--- src/rtl/cplx_pkg.sv ---
// cplx_pkg: shared constants and helpers for the complex multiply-accumulate back end.
//   IN_W_DEF / OUT_W_DEF : default product and result widths
//   clog2                : ceiling log2, used to size accumulator growth
//   sat_round            : round-half-up, arithmetic shift and clamp of a signed sum
package cplx_pkg;

    localparam int unsigned IN_W_DEF  = 37;
    localparam int unsigned OUT_W_DEF = 16;

    // Working width of sat_round; callers sign-extend their sum to this width.
    // Wide enough for IN_W_DEF + 10 growth bits + 1 rounding bit with margin.
    localparam int unsigned SR_W = 64;

    typedef struct packed {
        logic                   sat;
        logic signed [SR_W-1:0] value;
    } sat_round_t;

    function automatic int unsigned clog2(input int unsigned value);
        int unsigned result;
        result = 0;
        for (int i = 0; i < 32; i++) begin
            if ((64'd1 << i) < 64'(value)) begin
                result = unsigned'(i + 1);
            end
        end
        return result;
    endfunction

    function automatic sat_round_t sat_round(input logic signed [SR_W-1:0] value,
                                             input int unsigned            shift,
                                             input int unsigned            out_w);
        logic signed [SR_W-1:0] one;
        logic signed [SR_W-1:0] rnd;
        logic signed [SR_W-1:0] q;
        logic signed [SR_W-1:0] max_v;
        logic signed [SR_W-1:0] min_v;
        sat_round_t             res;
        one = SR_W'(1);
        rnd = value;
        // Adding half an LSB before the floor shift gives round-half-up.
        if (shift > 0) begin
            rnd = value + (one <<< (shift - 1));
        end
        q     = rnd >>> shift;
        max_v = (one <<< (out_w - 1)) - one;
        min_v = -(one <<< (out_w - 1));
        res.sat   = 1'b0;
        res.value = q;
        if (q > max_v) begin
            res.value = max_v;
            res.sat   = 1'b1;
        end else if (q < min_v) begin
            res.value = min_v;
            res.sat   = 1'b1;
        end
        return res;
    endfunction

endpackage

--- src/rtl/cplx_acc_lane.sv ---
// cplx_acc_lane: one signed accumulator with round/shift/saturate on dump.
//   clk, rst   : clock, asynchronous active-high reset
//   ce         : clock enable, all state holds when low
//   clr        : discard partial sum (highest priority)
//   add        : accumulate din into the partial sum
//   dump       : add din, round/saturate, register result, clear accumulator
//   din        : signed product input (IN_W)
//   dout       : registered signed result (OUT_W), holds between dumps
//   sat        : registered saturation flag of the last dump
module cplx_acc_lane
    import cplx_pkg::*;
#(
    parameter int unsigned IN_W  = IN_W_DEF,
    parameter int unsigned OUT_W = OUT_W_DEF,
    parameter int unsigned ACC_W = IN_W_DEF + 2,
    parameter int unsigned SHIFT = 2
) (
    input  logic             clk,
    input  logic             rst,
    input  logic             ce,
    input  logic             clr,
    input  logic             add,
    input  logic             dump,
    input  logic [IN_W-1:0]  din,
    output logic [OUT_W-1:0] dout,
    output logic             sat
);

    logic signed [ACC_W-1:0] acc_q;
    logic signed [ACC_W-1:0] acc_d;
    logic signed [ACC_W:0]   sum;
    sat_round_t              rs;
    logic [OUT_W-1:0]        dout_d;
    logic                    sat_d;
    logic                    unused_hi;

    // One extra bit so the dump-time sum and its rounding add never wrap.
    assign sum = {acc_q[ACC_W-1], acc_q} + {{(ACC_W + 1 - IN_W){din[IN_W-1]}}, din};
    assign rs  = sat_round({{(SR_W - ACC_W - 1){sum[ACC_W]}}, sum}, SHIFT, OUT_W);

    // Clamped value fits OUT_W, so upper bits are pure sign copies.
    assign unused_hi = ^rs.value[SR_W-1:OUT_W];

    always_comb begin
        acc_d  = acc_q;
        dout_d = dout;
        sat_d  = sat;
        if (clr) begin
            acc_d = '0;
        end else if (dump) begin
            acc_d  = '0;
            dout_d = rs.value[OUT_W-1:0];
            sat_d  = rs.sat;
        end else if (add) begin
            acc_d = sum[ACC_W-1:0];
        end
    end

    always_ff @(posedge clk or posedge rst) begin
        if (rst) begin
            acc_q <= '0;
            dout  <= '0;
            sat   <= 1'b0;
        end else if (ce) begin
            acc_q <= acc_d;
            dout  <= dout_d;
            sat   <= sat_d;
        end
    end

endmodule

--- src/rtl/cplx_acc_dump.sv ---
// cplx_acc_dump: complex integrate-and-dump over ACC_LEN valid products, with
// round-half-up, right shift by SHIFT and saturation to OUT_W per component.
//   clk, rst          : clock, asynchronous active-high reset
//   ce                : clock enable, all state (including out_valid) holds when low
//   clr               : synchronous abort of the partial sum, beats in_valid
//   in_valid          : real_in/imag_in carry a product to accumulate
//   real_in, imag_in  : signed products (IN_W)
//   out_valid         : single-cycle result pulse
//   real_out, imag_out: registered signed results (OUT_W), hold between pulses
//   sat               : either component clamped in the current result
//   busy              : partial sum in progress
module cplx_acc_dump
    import cplx_pkg::*;
#(
    parameter int unsigned IN_W    = IN_W_DEF,
    parameter int unsigned OUT_W   = OUT_W_DEF,
    parameter int unsigned ACC_LEN = 4,
    parameter int unsigned SHIFT   = 2
) (
    input  logic             clk,
    input  logic             rst,
    input  logic             ce,
    input  logic             clr,
    input  logic             in_valid,
    input  logic [IN_W-1:0]  real_in,
    input  logic [IN_W-1:0]  imag_in,
    output logic             out_valid,
    output logic [OUT_W-1:0] real_out,
    output logic [OUT_W-1:0] imag_out,
    output logic             sat,
    output logic             busy
);

    localparam int unsigned CW    = clog2(ACC_LEN);
    localparam int unsigned ACC_W = IN_W + CW;
    // ACC_LEN=1 needs no counter bits; keep one so the register is legal.
    localparam int unsigned CNT_W = (CW > 0) ? CW : 1;

    logic [CNT_W-1:0] count_q;
    logic [CNT_W-1:0] count_d;
    logic             out_valid_d;
    logic             last;
    logic             add;
    logic             dump;
    logic             sat_r;
    logic             sat_i;

    assign last = (count_q == CNT_W'(ACC_LEN - 1));
    assign dump = in_valid & ~clr & last;
    assign add  = in_valid & ~clr & ~last;
    assign busy = (count_q != '0);
    assign sat  = sat_r | sat_i;

    always_comb begin
        count_d     = count_q;
        out_valid_d = 1'b0;
        if (clr) begin
            count_d = '0;
        end else if (dump) begin
            count_d     = '0;
            out_valid_d = 1'b1;
        end else if (add) begin
            count_d = count_q + CNT_W'(1);
        end
    end

    always_ff @(posedge clk or posedge rst) begin
        if (rst) begin
            count_q   <= '0;
            out_valid <= 1'b0;
        end else if (ce) begin
            count_q   <= count_d;
            out_valid <= out_valid_d;
        end
    end

    cplx_acc_lane #(
        .IN_W  (IN_W),
        .OUT_W (OUT_W),
        .ACC_W (ACC_W),
        .SHIFT (SHIFT)
    ) u_lane_real (
        .clk  (clk),
        .rst  (rst),
        .ce   (ce),
        .clr  (clr),
        .add  (add),
        .dump (dump),
        .din  (real_in),
        .dout (real_out),
        .sat  (sat_r)
    );

    cplx_acc_lane #(
        .IN_W  (IN_W),
        .OUT_W (OUT_W),
        .ACC_W (ACC_W),
        .SHIFT (SHIFT)
    ) u_lane_imag (
        .clk  (clk),
        .rst  (rst),
        .ce   (ce),
        .clr  (clr),
        .add  (add),
        .dump (dump),
        .din  (imag_in),
        .dout (imag_out),
        .sat  (sat_i)
    );

endmodule

--- config.mk ---
export PLATFORM = sky130hd
export DESIGN_NAME = cplx_acc_dump
export DESIGN_NICKNAME = d
export VERILOG_FILES = /design/src/rtl/cplx_pkg.sv /design/src/rtl/cplx_acc_lane.sv /design/src/rtl/cplx_acc_dump.sv
export SDC_FILE = /design/constraint.sdc
export NUM_CORES = 1
export LEC_CHECK = 0
export CAP_MARGIN = 20
export CORE_MARGIN = 1.5
export CORE_UTILIZATION = 59
export DETAILED_ROUTE_END_ITERATION = 16
export PLACE_DENSITY_LB_ADDON = 0.05
export SLEW_MARGIN = 40
export SYNTH_ARGS = -nofsm -noshare
export SYNTH_HDL_FRONTEND = slang
export SYNTH_SLANG_ARGS = --single-unit
--- constraint.sdc ---
create_clock -name clk -period 5.35 [get_ports clk]
set_clock_uncertainty 0.15 [all_clocks]
set_input_delay 0.8025 -clock clk [delete_from_list [all_inputs] [get_ports clk]]
set_output_delay 0.8025 -clock clk [all_outputs]
set_load 0.03 [all_outputs]
==> Word-level counts from Yosys, hierarchy flattened <==
Index checks and enable logic that the tools add are counted.
{ "totals": {"output_inout_bits": 35, "register_bits": 115} }
{ "op_classes": {"order_cmp": 4, "bitwise_logic": 6, "eq_ne": 1, "add_sub_neg": 5, "n_reduce_logical": 4, "muxes": 15} }
{ "op_table": {"columns": ["op", "n"], "rows": [
  ["2-to-1 mux 65 bit", 4],
  ["2-to-1 mux 39 bit", 6],
  ["adder 40 x 3 -> 41 bit (second input constant)", 2],
  ["adder 39 x 37 -> 40 bit", 2],
  ["> comparator 39 x 16 -> 1 bit (second input constant)", 2],
  ["less-than comparator 39 x 16 -> 1 bit (second input constant)", 2],
  ["2-to-1 mux 2 bit", 3],
  ["bitwise AND 1 bit", 3],
  ["AND reduction 3 bit", 1],
  ["nonzero test 3 bit", 1],
  ["adder 2 x 1 -> 2 bit (second input constant)", 1],
  ["== test 2 bit (second input constant)", 1],
  ["2-to-1 mux 1 bit", 2],
  ["inverter 1 bit", 2],
  ["AND reduction 2 bit", 1],
  ["nonzero test 2 bit", 1],
  ["OR 1 bit", 1]
]} }

==> Logic depth before layout (Yosys ltp) <==
Gate-level depths: netlist of the first run.
{ "logic_depth": {"word_depth": 6, "ltp_mapped": 19, "mapped_depth_nobuf": 16} }

==> Cells and area by module <==
A second synthesis of the first run with hierarchy kept.
{ "unflattened": {"cells_unflattened": 1610, "area_unflattened_um2": 12667.1} }
{ "modules_own_cells": {"columns": ["mod", "area_per_inst_um2", "cells_each", "seq_area_each_um2", "instances"], "rows": [
  ["cplx_acc_lane at u_lane_imag", 6518.8, 851, 1401.3, 1],
  ["cplx_acc_lane at u_lane_real", 5960.7, 741, 1401.3, 1],
  ["cplx_acc_dump", 187.7, 18, 75.1, 1]
]} }

==> Worst setup path before layout of the first run <==
OpenSTA, ideal clock, no wires.
{ "synth_path": {"path_type": "in2reg", "start": "input imag_in[0]", "end": "register u_lane_imag.dout[1]", "setup_time_ps": 131, "path_buffers": 2, "required_ps": 5069, "path_stages": 18, "path_slack_ps": -4, "t_arrival_ps": 5073, "path_cell_list": "ha_1 > fa_1 > a21o_1 > a221oi_4 > o21bai_2 > xor2_2 > nand3_2 > or3_1 > nor2_1 > and3_1 > buf_2 > nand3_1 > xnor2_1 > a2111o_1 > or4_4 > o21ai_4 > buf_8 > o22ai_2"} }
{ "synth_between": {"elab_chain_len": 5, "word_cells_on_any_way": 6, "classes_between": "2 x add/sub; 2 x order compare; 2 x mux"} }
{ "synth_lines": {"columns": ["item", "line_no", "source"], "rows": [
  ["start: declaration", "cplx_acc_dump.sv:26", "input logic [IN_W-1:0] imag_in,"],
  ["adder 39 x 37 -> 40 bit (*)", "cplx_acc_lane.sv:38", "assign sum = {acc_q[ACC_W-1], acc_q} + {{(ACC_W + 1 - IN_W){din[IN_W-1]}}, din};"],
  ["adder 40 x 3 -> 41 bit (*)", "cplx_pkg.sv:43", "rnd = value + (one <<< (shift - 1));"],
  ["less-than comparator 39 x 16 -> 1 bit", "cplx_pkg.sv:53", "end else if (q < min_v) begin"],
  ["2-to-1 mux 65 bit", "cplx_pkg.sv:53", null],
  ["2-to-1 mux 65 bit (*)", "cplx_pkg.sv:50", "if (q > max_v) begin"],
  ["end signal: assignment", "cplx_acc_lane.sv:66", "dout <= dout_d;"],
  ["end: declaration", "cplx_acc_lane.sv:25", "output logic [OUT_W-1:0] dout,"]
]} }
Mark *: on every way between the ends. The rest lies on a longest branch, timed or not.
A chain may end at the register's enable or synchronous reset.

==> Worst setup path after layout of the first run <==
{ "layout_path": {"start": "input imag_in[17]", "end": "register u_lane_imag.dout[2]"} }
Same word-level chain as after synthesis.

==> results.tsv, run 1 <==
stage	metric	value	unit
finish	drive_above_1_share	24.5	%
detailed_routing	finalWirelength	42100	um
die	die_area	0.0208	mm^2
detailed_routing	route.detailed.drc	0	
logic_synthesis	synthArstFlopShare	100	%
placement	place_hpwl	29500	um
setup_path	crit_required	5.49	ns
detailed_routing	vias_per_cell	6.51	
setup_path	reg2reg_depth	19	
sta	drv_slew	0	
global_routing	grt_overflow	0	
min_path	min_to	out_valid$_DFFE_PP0P_	
setup_path	path_buf_inv	3	
detailed_routing	via_count	13500	
finish	final_cell_mix	buf_4, nand2_1, nor2_1, dfrtp_1, o21ai_0	
detailed_routing	first_pass_iters	6	
placement	place_area	0.0147	mm^2
logic_synthesis	synth_seq_cells	115	
cts	cts_max_level	4	
logic_synthesis	syn_nets	1637	
power_and_ir_drop	intPower	3.32	mW
setup_path	critPathMaxFanout	8	
placement	portBuffers	113	
logic_synthesis	ys_warn_count	0	
sta	setup_tns	0	ns
power_and_ir_drop	switching_share	44.4	%
power_and_ir_drop	combPwrFrac	61.0	%
cts	numCtsBuffers	17	
finish	final_util	82.6	%
finish	final_area	0.0161	mm^2
setup_path	critPathKind	primary input to flip-flop	
logic_synthesis	netlist.area_leader.share	24.5	%
power_and_ir_drop	clkPwrFrac	20.5	%
setup_path	r2r_slack	0.20	ns
global_routing	top_usage_layer	met2	
setup_path	start_kind	primary input	
cts	clock_latency	0.43	ns
setup_path	slowest_delay	0.56	ns
min_path	worstHoldPathType	flip-flop to flip-flop	
setup_path	reg2reg_to	u_lane_imag.dout[2]$_DFFE_PP0P_	
sta	fin_crit_sh	99.4	%
sta	fmax	0.188	GHz
setup_path	crit_top_cell	nand4_1	
finish	final_common_cell	buf_4	
setup_path	crit_path_end_kind	flip-flop	
min_path	worstHoldPathCells	1	
die	io_pins	114	
cts	clk_path_buf_depth	2	
die	fp.dieH	144	um
power_and_ir_drop	p_per_area	370	mW/mm^2
die	die_w	144	um
global_routing	met2_usage	64.9	%
placement	dp.cells	2015	
sta	final_hold_viol_count	0	
global_routing	grt_max_degree	81	
setup_path	cp_slowest_cell	or4_4	
global_routing	grt_pass1_wl	61500	um
detailed_routing	antenna_left	0	
die	start_util	60.2	%
die	core	0.0195	mm^2
sta	layout_min_cycle_time	5.32	ns
power_and_ir_drop	peakVddDrop	0.222	mV
setup_path	cpLargestDelayFamily	compound AO/OA/AOI/OAI gates	
finish	nets	1960	
logic_synthesis	yosysUniqueCellTypes	104	
cts	clk_pin_slew	0.07	ns
setup_path	path_cells	clkdlybuf4s50_1 -> ha_1 -> a21oi_2 -> o21bai_1 -> a21oi_1 -> mux2_2 -> a311oi_2 -> nor4b_4 -> buf_4 -> nand4_1 -> o31ai_1 -> nand4_1 -> a2111o_1 -> or4_4 -> o21ai_4 -> clkbuf_16 -> o22ai_2	
run_status	status	completed	
logic_synthesis	ys_seq_area_share	24.5	%
power_and_ir_drop	p_sw	2.65	mW
cts	cts_num_sinks	115	
sta	setup_viol	0	
global_routing	grt_usage	37.4	%
logic_synthesis	synthTopCellsByArea	dfrtp_1, ha_1, nand2_1	
logic_synthesis	synth_area_leader_cell	dfrtp_1	
placement	place.gp.congestion	1.02	
sta	slew-limit-headroom	50.0	%
finish	area_delta_synth_final	37.3	%
detailed_routing	wire_per_inst	20.3	um
finish	final_cells	2075	
global_routing	met1_usage	46.1	%
logic_synthesis	postSynthCellCount	1474	
die	rows	51	
cts	hold_buffers	0	
setup_path	crit_arrival	5.45	ns
power_and_ir_drop	leakage	7.16	nW
global_routing	met3_usage	5.63	%
finish	antennaDiodeCount	0	
logic_synthesis	synth_flop_cell	dfrtp_1	
setup_path	timing.rr.start	u_lane_imag.acc_q[0]$_DFFE_PP0P_	
logic_synthesis	synth.avg_cell_area	7.97	um^2
min_path	hp-start	out_valid$_DFFE_PP0P_	
flow_run	drv_cap	0	
logic_synthesis	synth_area	0.0118	mm^2
detailed_routing	drtIter0Drc	1254	
power_and_ir_drop	seqPwrFrac	18.5	%
cts	cts_tree	built	
cts	cts_root_buffer	clkbuf_16	
logic_synthesis	synth_edf_count	0	
global_routing	antenna_found_initial	0	
sta	worst_pin_slew	0.751	ns
global_routing	grt_pass1_vias	12500	
## sequential cells by signal, summed over array words and instances (netlist names)
| signal | cells |
|---|---|
| u_lane_imag.acc_q | 39 |
| u_lane_real.acc_q | 39 |
| u_lane_imag.dout | 16 |
| u_lane_real.dout | 16 |
| count_q | 2 |
| out_valid | 1 |
| u_lane_imag.sat | 1 |
| u_lane_real.sat | 1 |
## how the worst max path moves through the flow
stage,cells after the start,slack (ns),startpoint,to
floorplan,17,0.03,real_in[0],u_lane_real.dout[4]$_DFFE_PP0P_
global placement,18,-0.42,real_in[0],u_lane_real.dout[3]$_DFFE_PP0P_
detailed placement,18,-0.55,real_in[0],u_lane_real.dout[8]$_DFFE_PP0P_
CTS,18,0.007,real_in[0],u_lane_real.dout[0]$_DFFE_PP0P_
global route,17,-0.15,imag_in[17],u_lane_imag.dout[1]$_DFFE_PP0P_
finish,17,0.03,imag_in[17],u_lane_imag.dout[2]$_DFFE_PP0P_
## worst reg2reg max path, stage by stage (launching register included)
cell	delay [ns]
dfrtp_1	0.39
ha_2	0.21
fa_2	0.37
a21o_1	0.20
a221oi_4	0.37
buf_4	0.18
xnor2_1	0.18
buf_4	0.17
nand4_1	0.13
or3_4	0.41
nor2_4	0.20
buf_6	0.15
nand3_1	0.13
nor2_1	0.16
o21ai_0	0.10
a2111o_1	0.38
or4_4	0.56
o21ai_4	0.26
clkbuf_16	0.22
o22ai_2	0.09
## synth_stat cells (4+ instances only)
master / instances
a31o_2: 4
or3_1: 12
a21o_1: 32
o21bai_1: 9
nand2_1: 162
a31oi_1: 16
xor2_1: 41
dfrtp_1: 115
ha_1: 82
o21ai_1: 6
o22ai_1: 8
and4_1: 14
nor3b_1: 4
o21ai_0: 114
or4_1: 9
buf_4: 4
buf_2: 17
nor2_1: 123
o21a_1: 23
nor4_1: 19
a211oi_1: 21
a21oi_1: 114
nor2b_1: 7
o2111ai_1: 4
o211ai_1: 11
and2_1: 19
o22ai_2: 13
mux2i_1: 4
o31ai_1: 8
nor3_1: 46
a22o_1: 44
clkbuf_1: 41
xnor2_1: 66
nand2b_1: 13
inv_1: 33
or2_2: 4
and3_1: 22
nand3_1: 45
nand4_1: 37
## logic make-up after synthesis
kind of cell | synth area share, %
adders and majority gates | 9.07
buffers and inverters | 3.77
DFF | 24.5
xor gates and xnor gates | 8.39
AOI/OAI and AO/OA | 29.0
and+or+nand+nor | 24.7
muxes | 0.532
## metrics by stage
stage / total power, mW / hold WS (ns) / setup slack [ns]
global placement: 4.28 / 0.311 / -0.415
detailed placement: 4.35 / 0.323 / -0.545
floorplan: 3.08 / 0.304 / 0.0318
global route: 6.24 / 0.351 / -0.152
finish: 5.98 / 0.333 / 0.0335
CTS: 5.60 / 0.336 / 0.00681
## final cells by class
class	instances	area, um^2
Clock buffer	18	439
Clock inverter	14	166
Fill cell	1264	3390
Inverter	34	130
Multi-Input combinational cell	1258	9020
Sequential cell	115	2880
Tap cell	265	332
Timing Repair Buffer	371	3170
## power by group through the flow
| stage | registers (mW) | clock network, mW | logic, mW |
|---|---|---|---|
| 2_1_floorplan | 1.13 | 0 | 1.95 |
| 3_3_place_gp | 1.10 | 0 | 3.18 |
| 3_5_place_dp | 1.11 | 0 | 3.25 |
| 4_1_cts | 1.09 | 1.22 | 3.29 |
| 5_1_grt | 1.12 | 1.25 | 3.88 |
| 6_report | 1.11 | 1.22 | 3.65 |
## layer usage
metal	vias to the layer above	routed length, um
li1	6149	-
met3	181	3210
met2	775	20500
met5	-	0
met1	6407	16400
met4	0	1970
## what timing repair did
action	CTS	global route
setup buffers	0	26
gates resized for setup	4	111
pin swaps	2	53
setup endpoints to repair	16	32
gates cloned	0	2
(Power assumes the default switching activity.)
==> run 2: changes to the inputs <==
CORE_UTILIZATION = 60   (was 59)
SLEW_MARGIN = 5   (was 40)
SYNTH_HIERARCHICAL = 1   (was default)
==> results.tsv, run 2 <==
stage	metric	value	unit	change
logic_synthesis	yosysUniqueCellTypes	107		was 104
logic_synthesis	synth_edf_count	0		unchanged
die	core	0.0205	mm^2	was 0.0195 mm^2
die	start_util	61.8	%	was 60.2%
finish	final_common_cell	buf_4		unchanged
finish	final_cell_mix	buf_4, nand2_1, nor2_1, dfrtp_1, clkdlybuf4s50_1		was buf_4, nand2_1, nor2_1, dfrtp_1, o21ai_0
finish	nets	2042		was 1,960
power_and_ir_drop	p_total	9.23	mW	was 5.98 mW
detailed_routing	vias_per_cell	6.77		was 6.51
finish	final_util	79.8	%	was 82.6%
cts	clock_latency	0.44	ns	was 0.43 ns
cts	clk_pin_slew	0.06	ns	was 0.07 ns
setup_path	crit_required	5.49	ns	about the same
finish	antennaDiodeCount	0		unchanged
logic_synthesis	synthArstFlopShare	100	%	unchanged
placement	place_hpwl	33200	um	was 29,500 um
detailed_routing	wire_per_inst	20.6	um	was 20.3 um
logic_synthesis	synth.avg_cell_area	7.87	um^2	was 7.97 um^2
setup_path	path_buf_inv	3		unchanged
logic_synthesis	yosysMostFrequentCell	nand2_1		unchanged
logic_synthesis	synth_seq_cells	115		unchanged
sta	setup_viol	0		unchanged
logic_synthesis	synthTopCellsByArea	dfrtp_1, ha_1, nand2_1		unchanged
global_routing	grt_usage	39.4	%	was 37.4%
global_routing	grt_overflow	0		unchanged
power_and_ir_drop	leakage	7.03	nW	was 7.16 nW
setup_path	crit_top_cell	nand4_1		unchanged
cts	cts_tree	built		unchanged
logic_synthesis	ys_seq_area_share	22.7	%	was 24.5%
detailed_routing	drtIter0Drc	1284		was 1,254
die	die_area	0.0220	mm^2	was 0.0208 mm^2
logic_synthesis	synth_flop_cell	dfrtp_1		unchanged
power_and_ir_drop	peakVddDrop	0.361	mV	was 0.222 mV
sta	slew-limit-headroom	31.4	%	was 50.0%
logic_synthesis	postSynthCellCount	1610		was 1,474
detailed_routing	wl_met1	17100	um	was 16,400 um
die	die_w	148	um	was 144 um
placement	dp_slack	-0.375	ns	was -0.545 ns
setup_path	cp_slowest_cell	or4_1		was or4_4
flow_run	drv_cap	0		unchanged
power_and_ir_drop	p_per_area	564	mW/mm^2	was 370 mW/mm^2
sta	worst_pin_slew	1.03	ns	was 0.751 ns
detailed_routing	route.detailed.drc	0		unchanged
sta	final_hold_viol_count	0		unchanged
min_path	worstHoldPathType	flip-flop to flip-flop		unchanged
run_status	status	completed		unchanged
logic_synthesis	syn_nets	1773		was 1,637
detailed_routing	via_count	14600		was 13,500
logic_synthesis	synth_area	0.0127	mm^2	was 0.0118 mm^2
setup_path	cpLargestDelayFamily	simple AND/OR/NAND/NOR gates		was compound AO/OA/AOI/OAI gates
cts	numCtsBuffers	17		unchanged
finish	drive_above_1_share	19.0	%	was 24.5%
detailed_routing	top_layer_used	met5		was met4
finish	area_delta_synth_final	29.1	%	was 37.3%
global_routing	grt_max_degree	57		was 81
sta	drv_slew	0		unchanged
die	fp.dieH	148	um	was 144 um
detailed_routing	wl_met2	21600	um	was 20,500 um
sta	final.setup.worst_slack	0.0957	ns	was 0.0335 ns
logic_synthesis	ys_warn_count	6		was 0
finish	top_regs	u_lane_imag/acc_q (39), u_lane_real/acc_q (39)		was u_lane_imag.acc_q (39), u_lane_real.acc_q (39)
sta	fin_crit_sh	98.2	%	was 99.4%
setup_path	slowest_delay	0.64	ns	was 0.56 ns
placement	place_area	0.0155	mm^2	was 0.0147 mm^2
finish	final_cells	2162		was 2,075
detailed_routing	antenna_left	0		unchanged
sta	fmax	0.190	GHz	was 0.188 GHz
setup_path	crit_path_end_kind	flip-flop		unchanged
setup_path	critPathKind	primary input to flip-flop		unchanged
setup_path	critPathMaxFanout	8		unchanged
cts	clk_path_buf_depth	2		unchanged
detailed_routing	wl_met3	3460	um	was 3210 um
logic_synthesis	synth_area_leader_cell	dfrtp_1		unchanged
global_routing	antenna_found_initial	1		was 0
setup_path	path_cells	clkdlybuf4s50_1 -> ha_1 -> nand4_1 -> a211oi_1 -> a211oi_2 -> o311a_1 -> nor4b_2 -> nand4_1 -> or4_1 -> xnor2_1 -> and3_1 -> nand4b_1 -> nor4_4 -> buf_4 -> buf_12 -> o21ai_1		was clkdlybuf4s50_1 -> ha_1 -> a21oi_2 -> o21bai_1 -> a21oi_1 -> mux2_2 -> a311oi_2 -> nor4b_4 -> buf_4 -> nand4_1 -> o31ai_1 -> nand4_1 -> a2111o_1 -> or4_4 -> o21ai_4 -> clkbuf_16 -> o22ai_2
detailed_routing	first_pass_iters	8		was 6
die	io_pins	114		unchanged
cts	cts_max_level	4		unchanged
finish	final_area	0.0164	mm^2	was 0.0161 mm^2
global_routing	grt_pass1_vias	14100		was 12,500
sta	layout_min_cycle_time	5.25	ns	was 5.32 ns
global_routing	grt_pass1_wl	69300	um	was 61,500 um
placement	portBuffers	113		unchanged
setup_path	crit_arrival	5.39	ns	was 5.45 ns
detailed_routing	finalWirelength	44600	um	was 42,100 um
cts	cts_root_buffer	clkbuf_16		unchanged
logic_synthesis	netlist.area_leader.share	22.7	%	was 24.5%
setup_path	start_kind	primary input		unchanged
placement	place.gp.congestion	0.947		was 1.02
cts	cts_num_sinks	115		unchanged
placement	dp.cells	2122		was 2,015
logic_synthesis	synthTopCellsByCount	nand2_1, nor2_1, dfrtp_1		unchanged
die	rows	52		was 51
run 2: cell types whose count changed after synthesis, sizes merged, moves of 10 or more:
| cell | change |
|---|---|
| nand2b | -10 |
| o211ai | +11 |
| nor3 | +23 |
| a21oi | -15 |
| inv | -14 |
| clkbuf | +19 |
| nand4 | +20 |
| nor2 | +11 |
| nand3 | +18 |
| a31oi | +14 |
run 2: path summary, 6_finish.rpt:
check | start | end | slack [ns] | cells past startpoint
worst min register to register | u_lane_imag/dout[15]$_DFFE_PP0P_ | u_lane_imag/dout[15]$_DFFE_PP0P_ | 0.33 | 2
worst max-delay path | imag_in[4] | u_lane_imag/dout[6]$_DFFE_PP0P_ | 0.1 | 16
worst max register to register | u_lane_imag/acc_q[0]$_DFFE_PP0P_ | u_lane_imag/dout[6]$_DFFE_PP0P_ | 0.37 | 19
min in group asynchronous | rst | out_valid$_DFFE_PP0P_ | 0.51 | 2
worst min-delay path | u_lane_imag/dout[15]$_DFFE_PP0P_ | u_lane_imag/dout[15]$_DFFE_PP0P_ | 0.33 | 2
max in group asynchronous | rst | u_lane_imag/dout[14]$_DFFE_PP0P_ | 3.62 | 3
run 2: cells by family (layout without fill, tap and decap cells):
logic type / Yosys count / after routing / share of synthesized area (%)
adder cells (fa/ha/maj): 84 / 84 / 8.42
buffers and inverters: 114 / 396 / 4.05
AND/OR/NAND/NOR: 658 / 658 / 27.6
multiplexers: 14 / 14 / 1.16
AO/OA/AOI/OAI: 528 / 528 / 28.9
XOR/XNOR: 97 / 97 / 7.15
flip-flops: 115 / 115 / 22.7
run 2: routing by layer:
metal	track usage [%]	vias to the layer above
met2	68.0	846
li1	-	6710
met3	6.50	197
met5	0	-
met4	22.8	2
met1	46.3	6876
run 2: area by class of cell:
cell class                      instances  area [um^2]
Timing Repair Buffer                  344         2970
Clock buffer                           18          439
Tap cell                              270          338
Clock inverter                         14          166
Sequential cell                       115         2880
Multi-Input combinational cell       1381         9490
Inverter                               20         75.1
Fill cell                            1450         4140
run 2: what timing repair did:
| item | 4_1_cts | 5_1_grt |
|---|---|---|
| hold buffers | 0 | 0 |
| resized for setup | 0 | 35 |
| setup buffers | 0 | 6 |
| endpoints found under the setup margin | 0 | 32 |
run 2: power by group:
group	switching, mW	internal, mW	total [mW]
clock	0.494	0.715	1.21
sequential	0.196	1.12	1.32
combinational	3.90	2.80	6.71
total	4.59	4.64	9.23
run 2: metrics by stage:
stage               hold WS, ns  setup TNS, ns
global placement          0.314          -4.36
global route              0.362          -1.40
CTS                       0.344              0
detailed placement        0.329          -8.01
finish                    0.333              0
floorplan                 0.304              0
run 2: tightest hold or removal path: stages (launching register included):
cell	delay, ns
dfrtp_1	0.35
nand2_1	0.05
nand2_1	0.05
